### src/rtl/sar_control.sv
// Successive-approximation controller for the 7-bit ADC comparator stage.
// Resolves one bit per step, MSB first, and presents the result with a done pulse.
module sar_control #(
  parameter int unsigned WIDTH  = 7,
  parameter int unsigned SETTLE = 1
) (
  input  logic             clk,
  input  logic             rst,
  input  logic             start,
  input  logic             trustbit,
  output logic [WIDTH-1:0] analogcompare,
  output logic [WIDTH-1:0] dout,
  output logic             busy,
  output logic             done
);

  localparam int unsigned IdxW = (WIDTH > 1) ? $clog2(WIDTH) : 1;
  localparam int unsigned CntW = $clog2(SETTLE + 1);

  typedef enum logic [1:0] {StIdle, StTrial, StWait, StDecide} state_e;

  state_e            state_q;
  logic [WIDTH-1:0]  code_q;
  logic [IdxW-1:0]   idx_q;
  logic [CntW-1:0]   cnt_q;
  logic [WIDTH-1:0]  trial;

  always_comb begin
    trial = code_q | (WIDTH'(1) << idx_q);
  end

  always_ff @(posedge clk) begin
    if (rst) begin
      state_q       <= StIdle;
      code_q        <= '0;
      idx_q         <= IdxW'(WIDTH - 1);
      cnt_q         <= '0;
      analogcompare <= '0;
      dout          <= '0;
      busy          <= 1'b0;
      done          <= 1'b0;
    end else begin
      done <= 1'b0;
      unique case (state_q)
        StIdle: begin
          if (start) begin
            code_q  <= '0;
            idx_q   <= IdxW'(WIDTH - 1);
            busy    <= 1'b1;
            state_q <= StTrial;
          end
        end
        StTrial: begin
          // Offset by one so a comparator ">=" test keeps the bit at equality.
          analogcompare <= trial - WIDTH'(1);
          cnt_q         <= CntW'(SETTLE);
          state_q       <= StWait;
        end
        StWait: begin
          cnt_q <= cnt_q - CntW'(1);
          if (cnt_q == CntW'(1)) begin
            state_q <= StDecide;
          end
        end
        StDecide: begin
          if (idx_q != '0) begin
            if (!trustbit) begin
              code_q <= trial;
            end
            idx_q   <= idx_q - IdxW'(1);
            state_q <= StTrial;
          end else begin
            dout    <= trustbit ? code_q : trial;
            if (!trustbit) begin
              code_q <= trial;
            end
            done    <= 1'b1;
            busy    <= 1'b0;
            state_q <= StIdle;
          end
        end
        default: state_q <= StIdle;
      endcase
    end
  end

endmodule

### config.mk
export PLATFORM = sky130hd
export DESIGN_NAME = sar_control
export DESIGN_NICKNAME = d
export VERILOG_FILES = /design/src/rtl/sar_control.sv
export SDC_FILE = /design/constraint.sdc
export NUM_CORES = 1
export LEC_CHECK = 0
export CAP_MARGIN = 25
export CORE_MARGIN = 10
export CORE_UTILIZATION = 53
export CTS_CLUSTER_DIAMETER = 40
export DETAILED_ROUTE_END_ITERATION = 10
export GPL_TIMING_DRIVEN = 0
export PLACE_DENSITY = 0.77
export SETUP_SLACK_MARGIN = 0.02
export SLEW_MARGIN = 15
export SYNTH_ARGS = -nofsm -noshare
export SYNTH_HDL_FRONTEND = slang
export SYNTH_SLANG_ARGS = --single-unit
### constraint.sdc
create_clock -name clk -period 2.4 [get_ports clk]
set_clock_uncertainty 0.05 [all_clocks]
set_input_delay 0.36 -clock clk [delete_from_list [all_inputs] [get_ports clk]]
set_output_delay 0.36 -clock clk [all_outputs]
set_load 0.005 [all_outputs]
==> results.toml, run 1 <==
[run_status]
outcome = "finished clean"

[detailed_routing]
vias = 1262
drt_iter0_markers = 58
ant_nets = 0
avgViaCountPerCell = 5.54
route.detailed.drc = 0
finalWirelength_um = 3240
drt_first_pass_iters = 4
wl_per_cell_um = 14.2

[grt]
grt_pass1_wl_um = 5490
grt_usage_pct = 12.9
overflow = 0
antenna_found_initial = 0
grt_pass1_vias = 1232
grt_max_degree = 11

[sta]
tightest_slew_ns = 0.501
fin_crit_sh_pct = 90.3
setup_tns_ns = 0
maxSlewHeadroom_pct = 66.5
fmax_ghz = 0.461
rsz0062_at_grt = "no"
setup_viol = 0
finalHoldViolations = 0
final.setup.worst_slack_ns = 0.232
drv_slew = 0
final.min_clock_period_ns = 2.17

[layout]
syn2layout_area_growth_pct = 19.5
nets = 211
drive_above_1_share_pct = 9.64
num_antenna_cells = 0

[worst_setup_path]
cp_max_fo = 9
rr_endpoint = "analogcompare[6]"
crit_arrival_ns = 2.33
worstReg2RegStart = "idx_q[0]"
worst_setup_path_end_kind = "register"
worstPathRequired_ns = 2.57
rrSetupSlack_ns = 0.23
critPathLaunchType = "register"
path_class = "reg2reg"
reg2regPathDepth = 9

[clocking]
cts.sinks = 29
cts.clk_slew.worst_paths_ns = 0.09
ctsHoldBuffers = 0
insertion_delay_ns = 0.34
clock_path_buffers = 2
numCtsBuffers = 5
htreeDepth = 2
root_buffer = "clkbuf_4"
cts_tree = "built"

[worst_hold_path]
hp-start = "dout[4]"
hold-path-cell-count = 2
whs_endpoint = "dout[4]"
min_path_type = "reg2reg"

[floorplanning]
dieArea_um2 = 5300
initial_utilization_pct = 54.6
core_um2 = 2710
die_w_um = 72.8
chipHeight_um = 72.8
rows = 19
ios = 20

[logic_synthesis]
synth_cell_type_count = 37
synth_area_leaders = "dfxtp_1 39%, ha_1 8.5%, a21oi_1 6.4%, nor2_1 4.3%, nor3_1 3.4%"
synth_nets = 185
avgSynthCellArea_um2 = 8.65
synthCells = 171
synth-edff-count = 0
synth_common_cells = "29 x dfxtp_1, 19 x a21oi_1, 17 x nor2_1"
yosysTopAreaCell = "dfxtp_1"
syn_area_um2 = 1480
yosysTopAreaCellShare_pct = 39.3
ys_ff_latch = 29
ys_seq_area_share_pct = 39.3
async_reset_ff_share_pct = 0
synth_most_common_cell = "dfxtp_1"
synth_ff_type = "dfxtp_1"
yosysWarnings = 0

[pwr]
power.leakage_nw = 0.670
peakVddDrop_uv = 768
power.total_w = 0.00157
p_clk_share_pct = 19.6
combPwrFrac_pct = 40.5
p_sw_w = 0.000552
power_frac_seq_pct = 39.9
p_int_w = 0.00102
power.share.switching_pct = 35.2
p_per_area_nw_per_um2 = 886

[run]
drv_cap = 0

[place]
gp_congestion = 0.906
pre_cts_ws_ns = 0.141
hpwl_um = 2440
port-buffer-count = 19
power groups by stage:
stage          sequential (W)  combinational, W  clock (W)
2_1_floorplan        0.000634          0.000427          0
3_3_place_gp         0.000631          0.000616          0
3_5_place_dp         0.000637          0.000634          0
4_1_cts              0.000625          0.000638   0.000314
5_1_grt              0.000635          0.000723   0.000333
6_report             0.000625          0.000635   0.000308
registers in the layout, summed over array words and instances, names as in the netlist:
signal         cells
state_q            2
done               1
code_q             7
idx_q              3
dout               7
cnt_q              1
busy               1
analogcompare      7
critical path, stage by stage, from the launching register on:
cell	delay (ns)
dfxtp_1	0.43
inv_1	0.11
ha_1	0.25
nor2b_2	0.17
buf_6	0.13
nor2_1	0.16
ha_1	0.21
nor3b_2	0.24
a311o_1	0.22
o311ai_1	0.09
per-layer routing:
metal,vias to the layer above,GRT usage (%),wire (um)
met3,7,5.03,188
met2,23,21.4,1580
met5,-,0,0
met4,0,5.70,53
met1,588,14.1,1420
li1,644,-,-
how the worst max path moves through the flow:
stage / start / to / slack [ns] / cells after the start
3_5_place_dp: idx_q[0] / analogcompare[6] / 0.14 / 9
2_1_floorplan: idx_q[0] / analogcompare[6] / 0.43 / 9
4_1_cts: idx_q[0] / analogcompare[6] / 0.13 / 9
6_report: idx_q[0] / analogcompare[6] / 0.23 / 9
5_1_grt: idx_q[0] / analogcompare[6] / 0.06 / 9
3_3_place_gp: idx_q[0] / analogcompare[6] / 0.21 / 9
cell type report:
cell class	count	area (um^2)
flip-flops and latches	29	581
fillers	226	942
clock buffers	7	55.1
repair buffers	19	190
well taps	31	38.8
plain buffers	8	47.5
inverters	10	37.5
multi-input cells	124	818
cells by family after synthesis:
group / count (synthesis) / synth area share (%)
flip-flops: 29 / 39.3
XOR/XNOR: 2 / 1.18
AO/OA/AOI/OAI: 40 / 16.9
adder cells (fa/ha/maj): 10 / 8.46
AND/OR/NAND/NOR: 67 / 25.0
multiplexers: 5 / 3.47
buffers and inverters: 18 / 5.75
placed cells by master, fill, tap and decap left out, drive strengths merged, types with 2 or more instances in the layout:
| cell | synthesis | layout |
|---|---|---|
| nand2 | 12 | 12 |
| o21bai | 2 | 2 |
| nand2b | 5 | 5 |
| a211oi | 2 | 2 |
| clkdlybuf4s50 | 0 | 19 |
| dfxtp | 29 | 29 |
| clkbuf | 4 | 11 |
| nor2b | 7 | 7 |
| nor2 | 17 | 17 |
| nand3 | 3 | 3 |
| o21ai | 6 | 6 |
| nor3b | 5 | 5 |
| a21oi | 20 | 20 |
| nand3b | 2 | 2 |
| mux2i | 4 | 4 |
| nor3 | 11 | 11 |
| a211o | 4 | 4 |
| ha | 10 | 10 |
| xnor2 | 2 | 2 |
| buf | 4 | 4 |
| inv | 10 | 10 |
through the flow:
stage / hold WS [ns] / utilization (%) / std cells / area (um^2)
3_5_place_dp: 0.405 / 63.0 / 221 / 1710
6_report: 0.410 / 65.2 / 228 / 1770
3_3_place_gp: 0.389 / 63.0 / 221 / 1710
5_1_grt: 0.429 / 65.2 / 228 / 1770
4_1_cts: 0.416 / 65.1 / 228 / 1760
2_1_floorplan: 0.398 / - / 171 / 1480
what timing repair did:
item / in CTS / in global routing
setup buffers: 0 / 0
resized for setup: 0 / 1
endpoints found under the setup margin: 0 / 2
Power figures use the tool's default switching activity.
==> inputs of run 2 (changes only) <==
Settings changed: CORE_UTILIZATION 53 to 25, PLACE_DENSITY 0.77 to default.
==> results.toml, run 2 (synthesis gave the netlist of run 1 again) <==
[worst_setup_path]
rrSetupSlack_ns = 0.24
worstPathRequired_ns = 2.50
worst_setup_path_end_kind = "register"
worstReg2RegStart = "idx_q[0]"
path_class = "reg2reg"
cp_max_fo = 9
reg2regPathDepth = 9
rr_endpoint = "analogcompare[6]"
critPathLaunchType = "register"
crit_arrival_ns = 2.26

[run]
drv_cap = 0

[sta]
tightest_slew_ns = 0.515
fmax_ghz = 0.463
drv_slew = 0
fin_crit_sh_pct = 90.1
final.min_clock_period_ns = 2.16
maxSlewHeadroom_pct = 65.5
setup_viol = 0
setup_tns_ns = 0
rsz0062_at_grt = "no"
finalHoldViolations = 0

[clocking]
cts_tree = "built"
cts.clk_slew.worst_paths_ns = 0.06
insertion_delay_ns = 0.28
cts.sinks = 29
post-cts-setup-buffers = 0
root_buffer = "clkbuf_8"
numCtsBuffers = 5
clock_path_buffers = 2
htreeDepth = 2

[layout]
multiInputGateArea_um2 = 818
seqCellArea_um2 = 581
final_common_cell = "dfxtp_1"
num_antenna_cells = 0
largestRegisters = "analogcompare (7), code_q (7), dout (7)"
layout_common_cells = "29 x dfxtp_1, 19 x a21oi_1, 19 x clkdlybuf4s50_1"
syn2layout_area_growth_pct = 25.1
nets = 211
fin_cells = 269
drive_above_1_share_pct = 9.64
nFillCells = 627

[detailed_routing]
drt_iter0_markers = 79
avgViaCountPerCell = 4.62
vias = 1243
finalWirelength_um = 3450
drt_first_pass_iters = 4
wl_per_cell_um = 12.8
route.detailed.drc = 0
ant_nets = 0

[floorplanning]
rows = 27
die_w_um = 96.9
chipHeight_um = 96.9
core_um2 = 5610
dieArea_um2 = 9390
initial_utilization_pct = 26.4
ios = 20

[place]
dp.cells = 262
port-buffer-count = 19
gp_congestion = 0.817
hpwl_um = 2540

[worst_hold_path]
hp-start = "dout[2]"
min_path_type = "reg2reg"
hold-path-cell-count = 2
whs_endpoint = "dout[2]"

[pwr]
p_per_area_nw_per_um2 = 896
peakVddDrop_uv = 326
power.leakage_nw = 0.683

[grt]
grt_pass1_vias = 1239
grt_pass1_wl_um = 6020
overflow = 0
grt_max_degree = 11
grt_usage_pct = 7.61
antenna_found_initial = 0

[run_status]
outcome = "finished clean"
-- run 2: cell types whose count changed in the layout (fill, tap and decap cells not counted) --
cell / before / now
clkbuf_8: 1 / 6
clkbuf_4: 5 / 0
-- run 2: layer usage --
metal	GRT usage (%)	wire length, um	up-vias
met1	9.22	1630	562
li1	-	-	644
met5	0	0	-
met2	11.7	1550	33
met3	3.19	233	4
met4	2.71	38	0
-- run 2: timing repair --
| action | CTS | global route |
|---|---|---|
| resized for setup | 0 | 1 |
| setup endpoints to repair | 0 | 2 |
| hold buffers | 0 | 0 |
-- run 2: worst max path at each step --
stage / from / to / slack, ns
floorplan: idx_q[0] / analogcompare[6] / 0.43
global placement: idx_q[0] / analogcompare[6] / 0.15
detailed placement: idx_q[0] / analogcompare[6] / 0.13
CTS: idx_q[0] / analogcompare[6] / 0.11
global route: idx_q[0] / analogcompare[6] / 0.08
finish: idx_q[0] / analogcompare[6] / 0.24
-- run 2: cell type report --
type / instances / share of cell area [%]
timing repair buffer: 19 / 10.3
tap: 72 / 4.87
buffer: 8 / 2.57
sequential: 29 / 31.4
inverter: 10 / 2.03
multi-input combinational: 124 / 44.2
clock buffer: 7 / 4.67
-- run 2: report_power, final --
group / switching, W / internal (W)
clock: 0.000173 / 0.000227
combinational: 0.000324 / 0.000309
sequential: 0.0000567 / 0.000569
total: 0.000553 / 0.00110
-- run 2: critical path: stages (launching register included) --
cell,delay [ns]
dfxtp_1,0.42
inv_1,0.12
ha_1,0.25
nor2b_2,0.17
buf_6,0.13
nor2_1,0.13
ha_1,0.21
nor3b_2,0.26
a311o_1,0.21
o311ai_1,0.09
-- run 2: through the flow --
| step | area (um^2) | worst slack [ns] | total power (W) | hold WS [ns] | utilization [%] |
|---|---|---|---|---|---|
| floorplan | 1480 | 0.426 | 0.00106 | 0.398 | - |
| global placement | 1760 | 0.153 | 0.00127 | 0.394 | 31.4 |
| detailed placement | 1760 | 0.126 | 0.00127 | 0.395 | 31.4 |
| CTS | 1850 | 0.106 | 0.00168 | 0.409 | 32.9 |
| global route | 1850 | 0.0812 | 0.00179 | 0.429 | 33.0 |
| finish | 1850 | 0.238 | 0.00166 | 0.404 | 33.0 |
==> inputs of run 3 (changes only) <==
Settings changed: ABC_CLOCK_PERIOD_IN_PS from default to 2400, HOLD_SLACK_MARGIN from default to 0.06.
==> results of run 3 <==
Same layout as run 2: the final DEF is identical, and so are final timing and power.
